===== config.mk =====
export PLATFORM = sky130hd
export DESIGN_NAME = wb_write_scheduler
export DESIGN_NICKNAME = d
export VERILOG_FILES = /design/src/rtl/wb_pkg.sv /design/src/rtl/wb_write_scheduler_fifo.sv /design/src/rtl/wb_write_scheduler.sv
export SDC_FILE = /design/constraint.sdc
export NUM_CORES = 1
export LEC_CHECK = 0
export BUFFER_PORTS_ARGS = -buffer_cell sky130_fd_sc_hd__buf_2
export CAP_MARGIN = 20
export CORE_MARGIN = 10
export CORE_UTILIZATION = 30
export CTS_CLUSTER_SIZE = 30
export DETAILED_ROUTE_END_ITERATION = 8
export HOLD_SLACK_MARGIN = 0.1
export PLACE_DENSITY = 0.58
export SLEW_MARGIN = 25
export SYNTH_ARGS = -nofsm -noshare
export SYNTH_HDL_FRONTEND = slang
export SYNTH_SLANG_ARGS = --single-unit

===== constraint.sdc =====
create_clock -name clock -period 9.1 [get_ports clock]
set_input_delay 0 -clock clock [delete_from_list [all_inputs] [get_ports clock]]
set_output_delay 0 -clock clock [all_outputs]
set_load 0.02 [all_outputs]

===== src/rtl/wb_pkg.sv =====
// Shared types and constants for the writeback write-port scheduler.
// A write op is one (register, value) pair headed for the register file.
package wb_pkg;

    localparam logic [3:0] RNONE = 4'hF;
    localparam logic [3:0] RRSP  = 4'h4;
    localparam int         NREG  = 15;

    typedef struct packed {
        logic [3:0]  addr;
        logic [63:0] data;
    } wb_op_t;

    // Code 15 is the "no write" marker, so any other code is a real destination.
    function automatic logic is_dst(input logic [3:0] dst);
        return dst != RNONE;
    endfunction

endpackage


===== src/rtl/wb_write_scheduler_fifo.sv =====
// Circular FIFO of write ops with two push slots and one pop per cycle.
// push_b lands in the slot after push_a when both are set.
module wb_op_fifo
    import wb_pkg::*;
#(
    parameter int DEPTH = 4
) (
    input  logic                   clock,
    input  logic                   reset_n,
    input  logic                   push_a,
    input  wb_op_t                 op_a,
    input  logic                   push_b,
    input  wb_op_t                 op_b,
    input  logic                   pop,
    output wb_op_t                 head,
    output logic [$clog2(DEPTH):0] count,
    output logic                   empty
);

    localparam int PW = $clog2(DEPTH);
    localparam int CW = PW + 1;

    wb_op_t          mem_r [DEPTH];
    logic [PW-1:0]   wr_ptr_r;
    logic [PW-1:0]   rd_ptr_r;
    logic [PW-1:0]   slot_b_s;
    logic [CW-1:0]   count_r;
    logic [CW-1:0]   push_n_s;
    logic            pop_s;

    assign pop_s    = pop && (count_r != {CW{1'b0}});
    assign push_n_s = CW'(push_a) + CW'(push_b);
    assign slot_b_s = push_a ? (wr_ptr_r + PW'(1)) : wr_ptr_r;

    // Op storage; contents need no reset because count gates every read.
    always_ff @(posedge clock) begin
        if (push_a) begin
            mem_r[wr_ptr_r] <= op_a;
        end
        if (push_b) begin
            mem_r[slot_b_s] <= op_b;
        end
    end

    // Pointers wrap naturally at DEPTH because DEPTH is a power of two.
    always_ff @(posedge clock) begin
        if (!reset_n) begin
            wr_ptr_r <= {PW{1'b0}};
            rd_ptr_r <= {PW{1'b0}};
            count_r  <= {CW{1'b0}};
        end else begin
            wr_ptr_r <= wr_ptr_r + push_n_s[PW-1:0];
            rd_ptr_r <= rd_ptr_r + PW'(pop_s);
            count_r  <= count_r + push_n_s - CW'(pop_s);
        end
    end

    assign head  = mem_r[rd_ptr_r];
    assign count = count_r;
    assign empty = (count_r == {CW{1'b0}});

endmodule


===== src/rtl/wb_write_scheduler.sv =====
// Expands writeback bundles (dstE/valE, dstM/valM) into single write ops,
// drains them one per cycle to the register file, and tracks pending writes.
module wb_write_scheduler #(
    parameter int DEPTH = 4,
    parameter int NREG  = 15
) (
    input  logic            clock,
    input  logic            reset_n,
    input  logic            in_valid,
    output logic            in_ready,
    input  logic [3:0]      dst_e,
    input  logic [63:0]     val_e,
    input  logic [3:0]      dst_m,
    input  logic [63:0]     val_m,
    output logic            rf_we,
    output logic [3:0]      rf_waddr,
    output logic [63:0]     rf_wdata,
    output logic [NREG-1:0] busy,
    output logic            empty
);

    import wb_pkg::*;

    localparam int            CW      = $clog2(DEPTH) + 1;
    localparam logic [CW-1:0] DEPTH_C = CW'(DEPTH);

    logic [CW-1:0]   count_s;
    logic            empty_s;
    wb_op_t          head_s;
    logic            accept_s;
    logic            e_wr_s;
    logic            m_wr_s;
    logic            push_a_s;
    logic            push_b_s;
    wb_op_t          op_a_s;
    wb_op_t          op_b_s;
    logic            pop_s;
    logic            inc_s      [NREG];
    logic            dec_s      [NREG];
    logic [CW-1:0]   cnt_next_s [NREG];
    logic [CW-1:0]   cnt_r      [NREG];
    logic [NREG-1:0] busy_r;

    // Room for a worst-case two-op bundle, judged on registered occupancy only.
    assign in_ready = (DEPTH_C - count_s) >= CW'(2);
    assign accept_s = in_valid && in_ready;

    // Same register on both ports keeps only M, as popq %rsp requires.
    assign e_wr_s = accept_s && is_dst(dst_e) && (dst_e != dst_m);
    assign m_wr_s = accept_s && is_dst(dst_m);

    // Pack surviving ops into the push slots, E ahead of M.
    always_comb begin
        push_a_s = 1'b0;
        push_b_s = 1'b0;
        op_a_s   = '{addr: dst_e, data: val_e};
        op_b_s   = '{addr: dst_m, data: val_m};
        case ({e_wr_s, m_wr_s})
            2'b11: begin
                push_a_s = 1'b1;
                push_b_s = 1'b1;
            end
            2'b10: begin
                push_a_s = 1'b1;
            end
            2'b01: begin
                push_a_s = 1'b1;
                op_a_s   = '{addr: dst_m, data: val_m};
            end
            default: begin
                push_a_s = 1'b0;
                push_b_s = 1'b0;
            end
        endcase
    end

    wb_op_fifo #(
        .DEPTH (DEPTH)
    ) u_fifo (
        .clock   (clock),
        .reset_n (reset_n),
        .push_a  (push_a_s),
        .op_a    (op_a_s),
        .push_b  (push_b_s),
        .op_b    (op_b_s),
        .pop     (pop_s),
        .head    (head_s),
        .count   (count_s),
        .empty   (empty_s)
    );

    // The register file commits on the same edge the head is popped.
    assign rf_we    = !empty_s && reset_n;
    assign pop_s    = rf_we;
    assign rf_waddr = empty_s ? 4'h0 : head_s.addr;
    assign rf_wdata = empty_s ? 64'h0 : head_s.data;
    assign empty    = empty_s;
    assign busy     = busy_r;

    // Next pending-write count per register; E and M never share a register here.
    always_comb begin
        for (int r = 0; r < NREG; r++) begin
            inc_s[r]      = (push_a_s && (op_a_s.addr == 4'(r))) ||
                            (push_b_s && (op_b_s.addr == 4'(r)));
            dec_s[r]      = pop_s && (head_s.addr == 4'(r));
            cnt_next_s[r] = cnt_r[r] + CW'(inc_s[r]) - CW'(dec_s[r]);
        end
    end

    // Scoreboard state; busy is registered from the next count.
    always_ff @(posedge clock) begin
        if (!reset_n) begin
            for (int r = 0; r < NREG; r++) begin
                cnt_r[r] <= {CW{1'b0}};
            end
            busy_r <= {NREG{1'b0}};
        end else begin
            for (int r = 0; r < NREG; r++) begin
                cnt_r[r]  <= cnt_next_s[r];
                busy_r[r] <= (cnt_next_s[r] != {CW{1'b0}});
            end
        end
    end

endmodule


==> summary.txt <==
Logic synthesis
  • Syn Std Cell Area: between 15,000 and 20,000 µm²
  • Seq/Total Area, Yosys: between 50% and 60%
  • Yosys reg bits: ~340
  • Count of cell types in the netlist: 47
  • Post-Synth Simple-Gate Area: around 6.3%
  • Asr flop ratio synth: 0%
  • Number of synthesized flops with an enable pin: 272
  • Post-synthesis compound-gate area fraction: 2.16%
  • Leading area contributor after synthesis: edfxtp_1
  • Post-synthesis mux area share: about a quarter
  • Top cells by area, synth: edfxtp_1, mux2_2, mux4_2, dfxtp_1, ha_1
  • Mapped Cells: 1,146
  • Yosys warning total: 0
  • Avg Inst Size Synth: between 15 and 20 µm²
  • Top-area cell type share of the netlist area: between 40% and 50%
  • Most used DFF post-synth: edfxtp_1
  • Post-Synth Adder-Cell Area: approximately 5%
  • Mapped Nets: 1,346
  • Synth Area in XOR/XNOR: just under 2%
  • Largest family of logic cells by synthesized area: multiplexers

STA
  • RSZ-0062 raised after global routing: false
  • Final min period: between 5 and 6 ns
  • Final hold vios: 0
  • Setup-failing EPs final: 0
  • Final Cycle Share: 60.1%
  • Worst slew pin tran: between 1 and 1.5 ns
  • FMAX: about 0.18 GHz
  • Max-slew violation count: 0
  • Fin Setup TNS: 0 ns
  • Worst Skew: 0.0260 ns
  • Max_slew headroom: between 30% and 40%

Detailed routing
  • Vias: roughly 11,000
  • Vias per inst: around 4.7
  • Post-Route WL: between 40,000 and 50,000 µm
  • Post-route ant nets: 0
  • DRC viols: 0
  • First drt pass iteration count: 5
  • Routed WL per cell: 20.0 µm
  • Initial DRC count: ~500

Global routing
  • Global-route wire length before repair: around 73,000 µm
  • GR peak layer: met2
  • Global-route usage over all layers: 13.8%
  • Largest net degree at the start of global routing: about 70
  • Met1 usage: between 10% and 20%
  • GR Overflow Total: 0
  • Met3 Use GR: 3.21%
  • Met2 Use GR: 24.3%
  • Initial antenna violation count: 5
  • Vias in the first global route: about 12,000

Clock network
  • Hold Buf Count CTS: just over 200
  • Setup Fix Bufs, Post-CTS: 0
  • CTS root buf: clkbuf_16
  • Clock latency at the later pin of the worst-skew pair: between 0.5 and 0.6 ns
  • Clk sinks: ~340
  • CTS tree: yes
  • CTS resizes: 0
  • Longest Clk Path Bufs: 3
  • Clock edge transition at the registers on the reported setup and hold paths: around 0.06 ns
  • CTS Buf Count: 42
  • Maximum level of the CTS H-tree: 2

Pwr
  • Internal: just under 5000 µW
  • Leakage Power: approximately 0.0085 µW
  • Sw Share: 35.6%
  • Combinational Power Share: a little under half
  • Clk pwr share: between 20% and 30%
  • Peak VDD IR: between 0.0002 and 0.0003 V
  • Switching Power: ~2700 µW
  • PwrDens: about 340 nW/µm²
  • Sequential Power Share: 33.0%
  • Total power: approximately 7700 µW

Floorplanning
  • # rows: 88
  • IO Count: about 230
  • Starting Density: roughly 30%
  • Die area: 68,200 µm²
  • Core area: between 50,000 and 60,000 µm²
  • Die Ht: 261 µm
  • Die W: 261 µm

Layout
  • NumNets Final: between 1,500 and 2,000
  • Area growth, synth to finish: 30.8%
  • Share of cells above drive strength 1: roughly 41%

Worst setup path
  • CP Capture Type: register
  • Crit path DAT: about 5.8 ns
  • Type of origin of the critical path: register
  • CP max FO: 53
  • WP data required: approximately 9.4 ns
  • Crit Path Class: register to register

Worst hold path
  • Min-Delay Path Class: input port to register

Flow run
  • MaxCap Viol Count: 0

Place
  • GPL Wtd Cong: approximately 0.77
  • Count of input and output buffers: about 220
  • HPWL after detailed placement: 28,400 µm

Run status
  • Status: completed
kinds of logic (layout without fill, tap and decap cells):
logic type | count (synthesis) | in the layout
flops | 339 | 339
simple gates | 180 | 180
fa+ha+maj | 61 | 61
xor+xnor | 39 | 39
mux | 342 | 342
compound gates | 48 | 48
other cells | 0 | 4
buf+inv | 137 | 591
worst max-delay path, cell delays in order, from the launching register on:
cell           delay, ns
dfxtp_1             0.31
inv_1               0.07
ha_1                0.23
ha_4                0.26
or3b_2              0.47
nand2_1             0.11
and3b_1             0.18
ha_1                0.44
and2b_1             0.38
a211oi_4            0.88
buf_4               0.78
mux2_2              0.42
dlygate4sd3_1       0.56
cells in the mapped netlist (all sizes together) (3+ instances only):
cell type / number
and2: 51
buf: 40
clkbuf: 29
dfxtp: 67
edfxtp: 272
fa: 16
ha: 45
inv: 68
mux2: 274
mux4: 68
nand2: 5
nand2b: 7
nand3: 3
nand3b: 3
nand4: 3
nor2: 20
nor2b: 73
o21ai: 4
o21bai: 5
o22ai: 11
o31a: 15
xnor2: 30
xor2: 9
placed cells by master (no fill, tap or decap), types with 4 or more instances in the layout:
cell	netlist	layout
xnor2_1	30	30
mux4_2	68	68
mux2_2	273	273
clkbuf_1	29	15
dlygate4sd3_1	0	206
o21ai_0	4	4
nor2_1	20	20
inv_1	68	68
o21bai_4	0	4
o31a_1	15	15
clkbuf_16	0	43
dfxtp_1	67	65
buf_4	6	16
xor2_1	9	9
nand2_1	5	5
diode_2	0	4
fa_1	16	16
edfxtp_1	272	272
o22ai_1	11	11
clkinv_1	0	7
ha_1	45	44
and2_1	51	51
nor2b_1	73	73
buf_2	26	224
nand2b_1	7	7
cell type report:
class / instances / area (µm²)
Inverter: 68 / 255
Timing Repair Buffer: 449 / 3370
Clock inverter: 14 / 130
Clock buffer: 60 / 1160
Sequential cell: 339 / 9520
Multi-Input combinational cell: 670 / 7410
Antenna cell: 4 / 10.0
Tap cell: 765 / 957
Fill cell: 5371 / 34800
worst paths after layout:
kind | end | depth (start not counted) | slack (ns) | from
setup / recovery | u_fifo.mem_r[1][15] | 12 | 3.63 | u_fifo.count[0]
hold / removal | u_fifo.mem_r[0][16] | 3 | 0.31 | val_e[16]
setup reg to reg | u_fifo.mem_r[1][15] | 12 | 3.63 | u_fifo.count[0]
hold reg to reg | cnt_r[1][20] | 2 | 0.61 | cnt_r[1][20]
flip-flops by register name, indices dropped and copies added, names as in the netlist:
name,count
busy,15
u_fifo.rd_ptr_r,2
u_fifo.mem_r,272
cnt_r,45
u_fifo.wr_ptr_r,2
u_fifo.count,3
power by group through the flow:
stage                     Clock (µW)  Sequential [µW]  Combinational (µW)
final                           1590             2530                3550
after detailed placement           0             2570                3400
after CTS                       1650             2540                3610
after global placement             0             2560                3340
after floorplan                    0             2560                2370
after global routing            1710             2570                3840
per-stage QoR:
stage	util, %	instance area (µm²)	hold WS, ns	setup WS (ns)	std cells
3_3_place_gp	33.7	19400	0.340	4.21	2083
2_1_floorplan	-	17400	0.220	3.39	1146
4_1_cts	39.5	22800	0.272	3.63	2364
3_5_place_dp	33.7	19400	0.341	4.14	2084
6_report	39.6	22800	0.315	3.63	2369
5_1_grt	39.6	22800	0.295	3.40	2369
metal layers:
layer | part of all wire (%) | vias up
met3 | 6.0 | 65
met2 | 51 | 292
li1 | - | 5152
met5 | 0.015 | -
met4 | 2.0 | 2
met1 | 41 | 5625
No activity file was read; power rests on OpenSTA's default activity.
